**config.mk**
```make
export PLATFORM = sky130hd
export DESIGN_NAME = tile_dispatcher
export DESIGN_NICKNAME = d
export VERILOG_FILES = /design/src/rtl/tile_dispatcher_pkg.sv /design/src/rtl/tile_dispatcher_rr_arbiter.sv /design/src/rtl/tile_dispatcher.sv
export SDC_FILE = /design/constraint.sdc
export NUM_CORES = 1
export LEC_CHECK = 0
export ABC_AREA = 1
export BUFFER_PORTS_ARGS = -buffer_cell sky130_fd_sc_hd__buf_4
export CAP_MARGIN = 40
export CORE_MARGIN = 10
export CORE_UTILIZATION = 35
export CTS_CLUSTER_SIZE = 16
export DETAILED_ROUTE_END_ITERATION = 8
export GPL_TIMING_DRIVEN = 0
export PLACE_DENSITY_LB_ADDON = 0.1
export SKIP_LAST_GASP = 1
export SYNTH_ARGS = -nofsm -noshare
export SYNTH_HDL_FRONTEND = slang
export SYNTH_SLANG_ARGS = --single-unit
```
**constraint.sdc**
```tcl
create_clock -name clock -period 9.68 [get_ports clock]
set_clock_uncertainty 0.15 [all_clocks]
set_input_delay 0.484 -clock clock [delete_from_list [all_inputs] [get_ports clock]]
set_output_delay 0.484 -clock clock [all_outputs]
set_load 0.02 [all_outputs]
```
**src/rtl/tile_dispatcher_pkg.sv**
```systemverilog
// Shared types and helpers for the tile dispatcher and its arbiter.
package tile_dispatcher_pkg;

  typedef enum logic [1:0] {DISP_IDLE, DISP_ROUTE, DISP_GAP} disp_state_t;

  function automatic int pixels_per_tile(input int tw);
    return 1 << (2 * tw);
  endfunction

endpackage

```
**src/rtl/tile_dispatcher_rr_arbiter.sv**
```systemverilog
// Combinational round-robin arbiter: first requester at or after ptr_i, modulo N.
module rr_arbiter #(
  parameter int N  = 4,
  parameter int IW = 2
) (
  input  logic [N-1:0]  req_i,
  input  logic [IW-1:0] ptr_i,
  input  logic          en_i,
  output logic [N-1:0]  gnt_o,
  output logic [IW-1:0] gnt_idx_o
);

  logic [IW:0] idx;
  logic        found;

  always_comb begin
    gnt_o     = '0;
    gnt_idx_o = '0;
    found     = 1'b0;
    idx       = '0;
    for (int k = 0; k < N; k++) begin
      idx = {1'b0, ptr_i} + (IW+1)'(k);
      if (idx >= (IW+1)'(N)) idx = idx - (IW+1)'(N);
      if (en_i && !found && req_i[idx[IW-1:0]]) begin
        found                = 1'b1;
        gnt_o[idx[IW-1:0]]   = 1'b1;
        gnt_idx_o            = idx[IW-1:0];
      end
    end
  end

endmodule

```
**src/rtl/tile_dispatcher.sv**
```systemverilog
// Routes whole tile packets to the lowest free solver and merges solver pixel
// writes round-robin into one registered output stream; tracks busy and tile counts.
module tile_dispatcher
  import tile_dispatcher_pkg::*;
#(
  parameter int NUM_SOLVERS     = 4,
  parameter int SOLVER_IDX_BITS = 2,
  parameter int TILE_WIDTH_BITS = 5
) (
  input  logic                        clock,
  input  logic                        reset_n,
  input  logic [31:0]                 in_data,
  input  logic                        in_valid,
  output logic                        in_ready,
  input  logic                        in_end_of_stream,
  output logic [31:0]                 sol_in_data,
  output logic [NUM_SOLVERS-1:0]      sol_in_valid,
  input  logic [NUM_SOLVERS-1:0]      sol_in_ready,
  output logic [NUM_SOLVERS-1:0]      sol_in_eos,
  input  logic [32*NUM_SOLVERS-1:0]   sol_out_addr,
  input  logic [16*NUM_SOLVERS-1:0]   sol_out_data,
  input  logic [NUM_SOLVERS-1:0]      sol_out_valid,
  output logic [NUM_SOLVERS-1:0]      sol_out_ready,
  output logic [31:0]                 out_addr,
  output logic [15:0]                 out_data,
  output logic                        out_valid,
  input  logic                        out_ready,
  output logic [NUM_SOLVERS-1:0]      busy,
  output logic [31:0]                 tiles_done
);

  localparam int            CW       = 2 * TILE_WIDTH_BITS + 1;
  localparam logic [CW-1:0] LAST_PIX = CW'(pixels_per_tile(TILE_WIDTH_BITS) - 1);

  disp_state_t                state_q;
  logic [SOLVER_IDX_BITS-1:0] sel_q;
  logic [SOLVER_IDX_BITS-1:0] free_idx;
  logic [NUM_SOLVERS-1:0]     busy_q, busy_d;
  logic [SOLVER_IDX_BITS-1:0] rr_ptr_q;
  logic [CW-1:0]              cnt_q [NUM_SOLVERS];
  logic [31:0]                tiles_done_q;
  logic                       out_valid_q;
  logic [31:0]                out_addr_q;
  logic [15:0]                out_data_q;

  logic                       load;
  logic [NUM_SOLVERS-1:0]     gnt;
  logic [SOLVER_IDX_BITS-1:0] gnt_idx;
  logic                       grant;
  logic                       tile_last;
  logic                       route_eos;
  logic [31:0]                g_addr;
  logic [15:0]                g_data;

  rr_arbiter #(
    .N  (NUM_SOLVERS),
    .IW (SOLVER_IDX_BITS)
  ) u_arb (
    .req_i     (sol_out_valid),
    .ptr_i     (rr_ptr_q),
    .en_i      (load),
    .gnt_o     (gnt),
    .gnt_idx_o (gnt_idx)
  );

  assign load          = ~out_valid_q | out_ready;
  assign grant         = |gnt;
  assign sol_out_ready = gnt;
  assign tile_last     = grant && busy_q[gnt_idx] && (cnt_q[gnt_idx] == LAST_PIX);

  // Host side is only connected through to the selected solver while routing.
  always_comb begin
    in_ready     = 1'b0;
    sol_in_data  = '0;
    sol_in_valid = '0;
    sol_in_eos   = '0;
    if (state_q == DISP_ROUTE) begin
      in_ready            = sol_in_ready[sel_q];
      sol_in_data         = in_data;
      sol_in_valid[sel_q] = in_valid;
      sol_in_eos[sel_q]   = in_end_of_stream;
    end
  end

  assign route_eos = (state_q == DISP_ROUTE) && in_valid && in_ready && in_end_of_stream;

  always_comb begin
    free_idx = '0;
    for (int i = NUM_SOLVERS - 1; i >= 0; i--)
      if (!busy_q[i]) free_idx = SOLVER_IDX_BITS'(i);
  end

  // Set and clear always target different solvers, so applying both is safe.
  always_comb begin
    busy_d = busy_q;
    if (tile_last) busy_d[gnt_idx] = 1'b0;
    if (route_eos) busy_d[sel_q]   = 1'b1;
  end

  always_comb begin
    g_addr = '0;
    g_data = '0;
    for (int i = 0; i < NUM_SOLVERS; i++) begin
      if (gnt[i]) begin
        g_addr = sol_out_addr[32*i +: 32];
        g_data = sol_out_data[16*i +: 16];
      end
    end
  end

  always_ff @(posedge clock or negedge reset_n) begin
    if (!reset_n) begin
      state_q <= DISP_IDLE;
      sel_q   <= '0;
    end else begin
      case (state_q)
        DISP_IDLE: begin
          if (in_valid && !(&busy_q)) begin
            sel_q   <= free_idx;
            state_q <= DISP_ROUTE;
          end
        end
        DISP_ROUTE: if (route_eos) state_q <= DISP_GAP;
        DISP_GAP:   state_q <= DISP_IDLE;
        default:    state_q <= DISP_IDLE;
      endcase
    end
  end

  always_ff @(posedge clock or negedge reset_n) begin
    if (!reset_n) begin
      busy_q       <= '0;
      rr_ptr_q     <= '0;
      tiles_done_q <= '0;
      out_valid_q  <= 1'b0;
      out_addr_q   <= '0;
      out_data_q   <= '0;
      for (int i = 0; i < NUM_SOLVERS; i++) cnt_q[i] <= '0;
    end else begin
      busy_q <= busy_d;
      if (load) begin
        out_valid_q <= grant;
        if (grant) begin
          out_addr_q <= g_addr;
          out_data_q <= g_data;
          rr_ptr_q   <= (gnt_idx == SOLVER_IDX_BITS'(NUM_SOLVERS - 1)) ?
                        '0 : gnt_idx + SOLVER_IDX_BITS'(1);
          // Writes from a solver with no open tile pass through uncounted.
          if (busy_q[gnt_idx]) begin
            if (tile_last) begin
              cnt_q[gnt_idx] <= '0;
              tiles_done_q   <= tiles_done_q + 32'd1;
            end else begin
              cnt_q[gnt_idx] <= cnt_q[gnt_idx] + CW'(1);
            end
          end
        end
      end
    end
  end

  assign busy       = busy_q;
  assign tiles_done = tiles_done_q;
  assign out_valid  = out_valid_q;
  assign out_addr   = out_addr_q;
  assign out_data   = out_data_q;

endmodule

```
==> results_dict.tcl <==
set metrics [dict create \
    design_area_sq_mm 0.01260 \
    clkTransAtPathRegs_ps 70 \
    synth_area_per_cell_sq_um 6.846 \
    maxCapViolCount 0 \
    area_growth_pct 44.02 \
    place_area_sq_mm 0.01193 \
    grt-ovfl-total 0 \
    first_iter_violations 723 \
    clock_latency_ps 420 \
    io_buffers 366 \
    finalHoldViolations 0 \
    first_pass_iters 5 \
    vdd_drop_max_uv 170.7 \
    end_kind "output port" \
    cts_resized 0 \
    synthDistinctLibCells 36 \
    ys_warn_count 0 \
    worstPathRequired_ps 9050 \
    grt_pass1_vias 10110 \
    drtAntennaViolNets 0 \
    htree_levels 4 \
    synth_top_area_share_pct 38.61 \
    dp_hpwl_um 29970 \
    max_stage_delay_ps 520 \
    dieArea_sq_mm 0.03172 \
    drcViolationCount 0 \
    finalSetupViolations 0 \
    die_h_um 178.1 \
    yosys-top-cells-area "dfrtp_1 39%, nand2_1 18%, nand3_1 13%" \
    cp.arrival_ps 3770 \
    rsz0062_at_grt "false" \
    report.final.slew_viol_count 0 \
    total_power_mw 5.014 \
    start_util_pct 35.77 \
    vias 9949 \
    r2r_cells 20 \
    cts_buffers 17 \
    core-area_sq_mm 0.02446 \
    yosys.cell_count.top_type "nand2_1" \
    hp-class "primary input to flip-flop" \
    wl_per_cell_um 18.54 \
    cts_tree "done" \
    syn-num-nets 1526 \
    whs_ps 119.6 \
    row_count 57 \
    cts.path.max_buffers 2 \
    synth_seq_cells 135 \
    syn-instance-count 1278 \
    ys_top_cells_by_count "427 x nand2_1, 219 x nand3_1, 135 x dfrtp_1" \
    crit_slowest_cell "nor2_1" \
    critPathLaunchType "flip-flop" \
    fillCellCount 2476 \
    gp_congestion 0.9324 \
    tightest_slew_ps 670.4 \
    period_share_pct 45.51 \
    grt_first_pass_wirelength_um 56660 \
    synth_edf_count 0 \
    grt_max_degree 71 \
    fmax_mhz 227.0 \
    crit_chain "inv_2 -> ha_1 -> inv_1 -> nand3_1 -> nand2_2 -> nand3_4 -> nor2_1 -> nand2_1 -> nand3_1 -> nor2_1 -> clkbuf_1 -> clkbuf_1 -> inv_1 -> buf_4" \
    worstPathMaxFanout 10 \
    min_path_cells 3 \
    p_leak_nw 6.559 \
    clock_sinks 135 \
    final.setup.tns_ps 0 \
    worstSetupPathType "flip-flop to output port" \
    ys_seq_area_share_pct 38.61 \
    layout-drive-gt1-share_pct 26.82 \
    yosys.area.top_type "dfrtp_1" \
    viasPerCell 4.965 \
    num-nets-final 1913 \
    relSlewSlack_pct 55.14 \
    antenna_found_initial 2 \
    path_depth 14 \
    critPathTopFamily "buffers and inverters" \
    p_per_area_mw_per_mm2 397.9 \
    path_buf_inv 6 \
    synth_area_sq_mm 0.008750 \
    grt_usage_pct 22.84 \
    min_period_ps 4406 \
    drt-total-wl_um 37160 \
    pin_count 367 \
    status "finished clean" \
    synthFlopType "dfrtp_1" \
    synth_async_sr_flop_share_pct 100.0 \
    die_x_um 178.1 \
    cts-root-buf "clkbuf_16" \
]
worst paths after layout:
kind / startpoint / endpoint / slack [ps]
setup reg to reg: rr_ptr_q[0]$_DFFE_PN0P_ / tiles_done[23]$_DFFE_PN0P_ / 5700
hold reg to reg: cnt_q[18]$_DFFE_PN0P_ / cnt_q[18]$_DFFE_PN0P_ / 320
min in group asynchronous: reset_n / cnt_q[4]$_DFFE_PN0P_ / 490
max in group asynchronous: reset_n / out_data[9]$_DFFE_PN0P_ / 8120
setup / recovery: rr_ptr_q[0]$_DFFE_PN0P_ / sol_out_ready[2] / 5270
hold / removal: sol_out_addr[101] / out_addr[5]$_DFFE_PN0P_ / 120
cells by family (layout without fill, tap and decap cells):
| kind of cell | count (synthesis) | after routing | synth area share [%] |
|---|---|---|---|
| other | 0 | 2 | 0 |
| flip-flops | 135 | 135 | 38.61 |
| XOR/XNOR | 33 | 33 | 3.303 |
| AND/OR/NAND/NOR | 801 | 801 | 39.70 |
| buffers and inverters | 195 | 595 | 9.281 |
| AO/OA/AOI/OAI | 103 | 103 | 7.536 |
| adder cells (fa/ha/maj) | 11 | 11 | 1.573 |
what timing repair did:
| action | in CTS | in global routing |
|---|---|---|
| endpoints found under the hold margin | 65 | 0 |
| hold buffers | 1 | 0 |
| setup buffers | 0 | 0 |
layout make-up:
| class | count | area [sq um] | area share [%] |
|---|---|---|---|
| Sequential cell | 135 | 3378 | 26.81 |
| Antenna cell | 2 | 5.005 | 0.03972 |
| Multi-Input combinational cell | 948 | 4559 | 36.18 |
| Buffer | 65 | 324.1 | 2.572 |
| Clock inverter | 15 | 226.5 | 1.797 |
| Inverter | 130 | 488.0 | 3.873 |
| Timing Repair Buffer | 368 | 2789 | 22.13 |
| Tap cell | 324 | 405.4 | 3.217 |
| Clock buffer | 17 | 425.4 | 3.376 |
sequential cells by signal, indices dropped and copies added (netlist names):
name,count
busy,4
cnt_q,44
out_addr,32
out_data,16
out_valid,1
rr_ptr_q,2
sel_q,2
state_q,2
tiles_done,32
worst register-to-register path: cells and delay by family, from the launching register on:
family	cells	cell delay [ps]
AND/OR/NAND/NOR	11	1330
flip-flops	1	490
AO/OA/AOI/OAI	1	80
buffers and inverters	6	1220
adder cells (fa/ha/maj)	2	600
layer usage:
layer / vias up / wire (um) / global-route usage (%) / part of all wire [%]
met3: 51 / 2957 / 6.808 / 8.0
met4: 0 / 849 / 6.843 / 2.3
met2: 377 / 19010 / 39.90 / 51
met5: - / 0 / 0 / 0
met1: 4599 / 14340 / 26.35 / 39
li1: 4922 / - / - / -
power by group:
group          total [mW]  internal [mW]  switching, mW
registers           0.933          0.807          0.126
clock network       0.722          0.459          0.264
logic                3.36           1.12           2.24
total                5.01           2.38           2.63
through the flow:
stage,setup WS [ps],utilization [%],std cells
2_1_floorplan,6385,-,1278
3_3_place_gp,5736,48.66,1968
3_5_place_dp,5710,48.79,1969
4_1_cts,5269,51.49,2002
5_1_grt,5024,51.51,2004
6_report,5274,51.51,2004
cell usage in the layout, fill, tap and decap left out, types with 3 or more instances in the layout:
cell / synthesis / final
a21oi_1: 3 / 3
buf_1: 4 / 4
buf_2: 13 / 13
buf_4: 1 / 366
buf_6: 8 / 9
bufinv_16: 0 / 5
clkbuf_1: 39 / 39
clkbuf_16: 0 / 17
clkinv_4: 0 / 3
clkinvlp_4: 0 / 3
dfrtp_1: 135 / 135
ha_1: 11 / 11
inv_1: 119 / 119
inv_2: 10 / 10
nand2_1: 427 / 427
nand2_2: 5 / 5
nand3_1: 219 / 219
nand3b_1: 7 / 7
nand4_1: 15 / 15
nor2_1: 86 / 86
nor2_2: 6 / 6
nor3_1: 21 / 21
nor4_1: 8 / 8
o211ai_1: 48 / 48
o21ai_0: 28 / 28
o21ai_1: 16 / 16
xnor2_1: 9 / 9
xor2_1: 24 / 24
(Power assumes the default switching activity.)
